## src/rtl/bm_stmt_result_collector_if.sv

```systemverilog
// Stimulus, upstream results and collector verdicts for one statement-stage checker.
// master = stimulus/upstream side, slave = collector.
interface bm_stmt_result_collector_if #(
   parameter int BITS = 4
);
   logic            start;
   logic [BITS-1:0] a_in;
   logic            b_in;
   logic [BITS-1:0] out0;
   logic            out1;
   logic            out5;
   logic            out7;
   logic            out9;
   logic            busy;
   logic            done;
   logic [4:0]      err_count;
   logic            err_valid;
   logic [4:0]      first_err_idx;
   logic [7:0]      signature;

   modport master (
      output start, a_in, b_in, out0, out1, out5, out7, out9,
      input  busy, done, err_count, err_valid, first_err_idx, signature
   );

   modport slave (
      input  start, a_in, b_in, out0, out1, out5, out7, out9,
      output busy, done, err_count, err_valid, first_err_idx, signature
   );
endinterface

```

## src/rtl/bm_stmt_result_collector.sv

```systemverilog
// Checks SAMPLES cycles of upstream statement results against a_in/b_in delayed one cycle; MISR-signs them.
// Verdicts land SAMPLES+2 edges after start; no backpressure, start is ignored while a run is in flight.
module bm_stmt_result_collector #(
   parameter int BITS    = 4,
   parameter int SAMPLES = 16
) (
   input logic                      clock,
   input logic                      reset_n,
   bm_stmt_result_collector_if.slave bus
);
   localparam logic [1:0] S_IDLE  = 2'd0;
   localparam logic [1:0] S_PRIME = 2'd1;
   localparam logic [1:0] S_CHECK = 2'd2;
   localparam logic [1:0] S_DONE  = 2'd3;

   localparam logic [4:0] LAST_IDX = 5'(SAMPLES - 1);
   localparam logic [4:0] CNT_MAX  = 5'h1f;

   logic [1:0]      state_q, state_d;
   logic [4:0]      cnt_q, cnt_d;
   logic [4:0]      err_cnt_q, err_cnt_d;
   logic            err_vld_q, err_vld_d;
   logic [4:0]      first_idx_q, first_idx_d;
   logic [7:0]      sig_q, sig_d;
   logic [BITS-1:0] a_d_q;
   logic            b_d_q;

   logic [BITS-1:0] exp_out0;
   logic            exp_out1;
   logic            exp_out7;
   logic            mismatch;
   logic [7:0]      obs;
   logic            misr_fb;

   // Upstream results correspond to the stimulus of the previous cycle.
   always_comb begin
      exp_out0 = ~a_d_q;
      exp_out1 = ~b_d_q;
      exp_out7 = b_d_q ? (|a_d_q) : 1'b1;
      mismatch = (bus.out0 != exp_out0) |
                 (bus.out1 != exp_out1) |
                 (bus.out5 != exp_out1) |
                 (bus.out7 != exp_out7) |
                 (bus.out9 != 1'b1);
      obs      = 8'({bus.out0, bus.out1, bus.out5, bus.out7, bus.out9});
      misr_fb  = sig_q[7] ^ sig_q[5] ^ sig_q[4] ^ sig_q[3];
   end

   always_comb begin
      state_d     = state_q;
      cnt_d       = cnt_q;
      err_cnt_d   = err_cnt_q;
      err_vld_d   = err_vld_q;
      first_idx_d = first_idx_q;
      sig_d       = sig_q;
      case (state_q)
         S_IDLE: begin
            if (bus.start) begin
               state_d     = S_PRIME;
               cnt_d       = 5'd0;
               err_cnt_d   = 5'd0;
               err_vld_d   = 1'b0;
               first_idx_d = 5'd0;
               sig_d       = 8'hFF;
            end
         end
         S_PRIME: begin
            state_d = S_CHECK;
         end
         S_CHECK: begin
            sig_d = {sig_q[6:0], misr_fb} ^ obs;
            cnt_d = cnt_q + 5'd1;
            if (mismatch) begin
               if (err_cnt_q != CNT_MAX) begin
                  err_cnt_d = err_cnt_q + 5'd1;
               end
               if (!err_vld_q) begin
                  err_vld_d   = 1'b1;
                  first_idx_d = cnt_q;
               end
            end
            if (cnt_q == LAST_IDX) begin
               state_d = S_DONE;
            end
         end
         S_DONE: begin
            if (!bus.start) begin
               state_d = S_IDLE;
            end
         end
         default: begin
            state_d = S_IDLE;
         end
      endcase
   end

   always_ff @(posedge clock) begin
      if (!reset_n) begin
         state_q     <= S_IDLE;
         cnt_q       <= 5'd0;
         err_cnt_q   <= 5'd0;
         err_vld_q   <= 1'b0;
         first_idx_q <= 5'd0;
         sig_q       <= 8'h00;
         a_d_q       <= '0;
         b_d_q       <= 1'b0;
      end else begin
         state_q     <= state_d;
         cnt_q       <= cnt_d;
         err_cnt_q   <= err_cnt_d;
         err_vld_q   <= err_vld_d;
         first_idx_q <= first_idx_d;
         sig_q       <= sig_d;
         a_d_q       <= bus.a_in;
         b_d_q       <= bus.b_in;
      end
   end

   assign bus.busy          = (state_q == S_PRIME) || (state_q == S_CHECK);
   assign bus.done          = (state_q == S_DONE);
   assign bus.err_count     = err_cnt_q;
   assign bus.err_valid     = err_vld_q;
   assign bus.first_err_idx = first_idx_q;
   assign bus.signature     = sig_q;

endmodule

```

## src/flat_wrapper.sv

```systemverilog
// flat-port wrapper written by rule: the top's interface ports become plain ports
module bm_stmt_result_collector_flat 
#(
   parameter int BITS    = 4,
   parameter int SAMPLES = 16
)
  (clock, reset_n, bus_start, bus_a_in, bus_b_in, bus_out0, bus_out1, bus_out5, bus_out7, bus_out9, bus_busy, bus_done, bus_err_count, bus_err_valid, bus_first_err_idx, bus_signature);
  bm_stmt_result_collector_if #(.BITS(BITS)) bus_i ();
  input logic clock;
  input logic reset_n;
  input wire logic [$bits(bus_i.start)-1:0] bus_start;
  input wire logic [$bits(bus_i.a_in)-1:0] bus_a_in;
  input wire logic [$bits(bus_i.b_in)-1:0] bus_b_in;
  input wire logic [$bits(bus_i.out0)-1:0] bus_out0;
  input wire logic [$bits(bus_i.out1)-1:0] bus_out1;
  input wire logic [$bits(bus_i.out5)-1:0] bus_out5;
  input wire logic [$bits(bus_i.out7)-1:0] bus_out7;
  input wire logic [$bits(bus_i.out9)-1:0] bus_out9;
  output wire logic [$bits(bus_i.busy)-1:0] bus_busy;
  output wire logic [$bits(bus_i.done)-1:0] bus_done;
  output wire logic [$bits(bus_i.err_count)-1:0] bus_err_count;
  output wire logic [$bits(bus_i.err_valid)-1:0] bus_err_valid;
  output wire logic [$bits(bus_i.first_err_idx)-1:0] bus_first_err_idx;
  output wire logic [$bits(bus_i.signature)-1:0] bus_signature;
  assign bus_i.start = bus_start;
  assign bus_i.a_in = bus_a_in;
  assign bus_i.b_in = bus_b_in;
  assign bus_i.out0 = bus_out0;
  assign bus_i.out1 = bus_out1;
  assign bus_i.out5 = bus_out5;
  assign bus_i.out7 = bus_out7;
  assign bus_i.out9 = bus_out9;
  assign bus_busy = bus_i.busy;
  assign bus_done = bus_i.done;
  assign bus_err_count = bus_i.err_count;
  assign bus_err_valid = bus_i.err_valid;
  assign bus_first_err_idx = bus_i.first_err_idx;
  assign bus_signature = bus_i.signature;
  bm_stmt_result_collector #(.BITS(BITS), .SAMPLES(SAMPLES)) u_core (.clock(clock), .reset_n(reset_n), .bus(bus_i));
endmodule
```

## config.mk

```make
export PLATFORM = sky130hd
export DESIGN_NAME = bm_stmt_result_collector_flat
export DESIGN_NICKNAME = d
export VERILOG_FILES = /design/src/rtl/bm_stmt_result_collector_if.sv /design/src/rtl/bm_stmt_result_collector.sv /design/src/flat_wrapper.sv
export SDC_FILE = /design/constraint.sdc
export NUM_CORES = 1
export LEC_CHECK = 0
export BUFFER_PORTS_ARGS = -buffer_cell sky130_fd_sc_hd__buf_4
export CAP_MARGIN = 20
export CORE_AREA = 2 2 82 84
export CTS_CLUSTER_SIZE = 30
export DETAILED_ROUTE_END_ITERATION = 7
export DIE_AREA = 0 0 84 86
export GPL_ROUTABILITY_DRIVEN = 0
export GPL_TIMING_DRIVEN = 0
export SLEW_MARGIN = 20
export SYNTH_ARGS = -nofsm -noshare
export SYNTH_HDL_FRONTEND = slang
export SYNTH_SLANG_ARGS = --single-unit
```

## constraint.sdc

```tcl
create_clock -name clock -period 2.1 [get_ports clock]
set_input_delay 0.63 -clock clock [delete_from_list [all_inputs] [get_ports clock]]
set_output_delay 0.63 -clock clock [all_outputs]
set_load 0.01 [all_outputs]
```

==> results.md <==
- Yosys top cell by area: dfxtp_1
- Crit share post-route: 89.1%
- Initial antenna violation count: 0
- Mean Syn Cell Area: 9.12 sq um
- Die X-Extent: 84 um
- RSZ-0062 raised after global routing: no
- Arrival time at the worst endpoint: 2.09 ns
- Maximum root-to-sink buffer count: 2
- WHS Endpoint: u_core.bus.first_err_idx[1]
- H-tree depth: 2
- Num CTS Buffers: 5
- Final min period: 1.87 ns
- Hold-fix buffers at CTS: 0
- DR iter-0 viols: 65
- Sw frac: 36.6%
- First-pass iteration count of the detailed router: 4
- Slew Limit Headroom: between 60% and 70%
- Top_reg_cell synth: dfxtp_1
- Internal: 1.42 mW
- Top cells by area, synth: dfxtp_1, ha_1, nand3_1
- Sequential fraction of the synthesis area: between 40% and 50%
- First-pass GRT wire length: approximately 6.1 mm
- Worst R2R Path Depth: 7
- Number of I/O pins: 37
- Setup repair bufs after CTS: 0
- Initial Util: 24.4%
- Clock share of power: 23.4%
- Std cell rows: 29
- Syn Inst Count: about 170
- Largest net degree at the start of global routing: 11
- Final Hold Viols: 0
- Worst skew pair latency: approximately 0.29 ns
- Cts repair resizes: 0
- Net count after synthesis: 191
- Placed Area: 1900 sq um
- Clk slew on worst S/H paths: 0.07 ns
- CTS root buf: clkbuf_8
- RR Startpoint: u_core.state_q[0]
- Post-synth top area share: 40.5%
- Clk sinks: 31
- Port Buf Inserts: 36
- # diodes: 0
- Startpoint Class: register
- Via Count: 1328
- Hold depth: 2
- Setup TNS Final: 0 ns
- Post-synth EDFFs: 0
- Synth top cells by count: dfxtp_1, nor2_1, nand3_1
- Vias in the first global route: 1254
- Fin nets: 234
- Total Routed Length: 3.59 mm
- Asr flop ratio synth: 0%
- PwrDens: 1120 nW/um^2
- Share of layout cells above drive strength 1: 27.8%
- Seq pwr share: 35.6%
- Setup violators final: 0
- Worst Slack Setup Final: 0.230 ns
- Crit Path Max Fanout: 10
- Worst slew pin tran: around 0.5 ns
- Post-route ant nets: 0
- Placed insts: 281
- FF-to-FF End: u_core.bus.err_count[3]
- Synth warn: 0
- Clock Skew: 0.0101 ns
- CTS tree: done
- WP data required: 2.32 ns
- DR DRC count: 0
- Global Route Usage Sum: 10.7%
- R2r setup slk: 0.23 ns
- CP Capture Type: register
- Final core utilization: 31.9%
- P&R area growth vs syn: 30.4%
- Worst VDD drop: 0.432 mV
- Synthesized area: 1530 sq um
- Max Cap Viol: 0
- Hold crit path type: register to register
- Comb power frac: 41.0%
- Final slew viol count: 0
- Number of fill cells: 675
- Post-DP HPWL: about 2.7 mm
- Crit Path Class: register to register
- Total gr overflow: 0
- Count leader, synth: dfxtp_1
- Core Box Area: 6280 sq um
- Distinct cell type count after synthesis: 45
- Post-route cell area: 2000 sq um
- Die area: 7220 sq um
- Result of the run: complete, no violations
- WL/cell: 12.4 um
- Pleak: 0.847 nW
- Psw: 0.819 mW
- Max frequency: 535 MHz
- Setup WS pre-CTS: 0.145 ns
- Die height: 86 um
- Register bit total from synthesis: 31
- Fin cells: 289
- Hold_sp: u_core.bus.first_err_idx[1]
- Vias per cell: 4.60
-- metal layers --
layer	track usage (%)	vias to the layer above	share of wire [%]
met5	0	-	0
met4	5.28	0	2.0
met3	3.46	7	5.7
met2	15.6	42	43
met1	14.2	594	49
li1	-	685	-
-- metrics by stage --
step           power (mW)  hold WS [ns]
5_1_grt              2.40         0.469
4_1_cts              2.27         0.460
3_5_place_dp         1.73         0.451
2_1_floorplan        1.44         0.454
6_report             2.24         0.458
3_3_place_gp         1.72         0.442
-- flip-flops by register name, summed over array words and instances (netlist names) --
name and flops:
u_core.a_d_q 4, u_core.b_d_q 1, u_core.state_q 2, u_core.bus.err_count 5, u_core.bus.signature 8, u_core.bus.err_valid 1, u_core.cnt_q 5, u_core.bus.first_err_idx 5
-- placed cells by master (no fill, tap or decap), drive strengths merged, types with 2 or more instances in the layout --
master | netlist | routed
buf | 3 | 39
nand4 | 2 | 2
nand2b | 4 | 4
and3 | 3 | 3
o21ai | 7 | 7
xor2 | 8 | 8
mux2i | 4 | 4
nor3 | 3 | 3
a22oi | 3 | 3
nand4b | 2 | 2
and2 | 6 | 6
ha | 7 | 7
nor2 | 18 | 18
o22ai | 10 | 10
xnor2 | 4 | 4
clkbuf | 2 | 10
nand3 | 14 | 14
a21oi | 4 | 4
dfxtp | 31 | 31
nand2 | 14 | 14
inv | 6 | 6
-- cell families (layout without fill, tap and decap cells) --
| kind of cell | after synthesis | after routing | synth area share [%] |
|---|---|---|---|
| AO/OA/AOI/OAI | 32 | 32 | 14.4 |
| XOR/XNOR | 12 | 12 | 6.86 |
| adder cells (fa/ha/maj) | 7 | 7 | 5.71 |
| buffers and inverters | 11 | 55 | 3.35 |
| flip-flops | 31 | 31 | 40.5 |
| multiplexers | 5 | 5 | 4.16 |
| AND/OR/NAND/NOR | 70 | 70 | 25.1 |
-- worst max-delay path, cell delays in order, from the launching register on --
cell and delay (ns):
dfxtp_1 0.32, inv_1 0.09, ha_1 0.29, mux2i_4 0.47, o21ai_1 0.14, a31oi_1 0.28
nand3_1 0.12, nand3_1 0.09
-- power by group through the flow --
| stage | Sequential, mW | Clock (mW) | Combinational [mW] |
|---|---|---|---|
| 6_report | 0.796 | 0.524 | 0.918 |
| 5_1_grt | 0.809 | 0.573 | 1.02 |
| 4_1_cts | 0.798 | 0.540 | 0.929 |
| 3_5_place_dp | 0.810 | 0 | 0.925 |
| 3_3_place_gp | 0.808 | 0 | 0.913 |
| 2_1_floorplan | 0.815 | 0 | 0.621 |
-- worst max-delay path by stage --
stage                                  from                      end  slack, ns  depth (start not counted)
after floorplan                    bus_out7  u_core.bus.err_count[1]       0.39                          6
after global routing      u_core.state_q[0]  u_core.bus.err_count[3]       0.02                          7
after CTS                 u_core.state_q[0]  u_core.bus.err_count[3]       0.21                          7
after global placement             bus_out7  u_core.bus.err_count[1]       0.17                          7
after detailed placement           bus_out7  u_core.bus.err_count[1]       0.14                          7
final                     u_core.state_q[0]  u_core.bus.err_count[3]       0.23                          7
-- layout make-up --
class	instances	area [sq um]	share of cell area, %
Buffer	5	28.8	1.44
Clock buffer	8	100	5.01
Inverter	6	22.5	1.13
Multi-Input combinational cell	126	861	43.1
Sequential cell	31	621	31.0
Tap cell	77	96.3	4.82
Timing Repair Buffer	36	270	13.5
No activity file was read; power rests on OpenSTA's default activity.
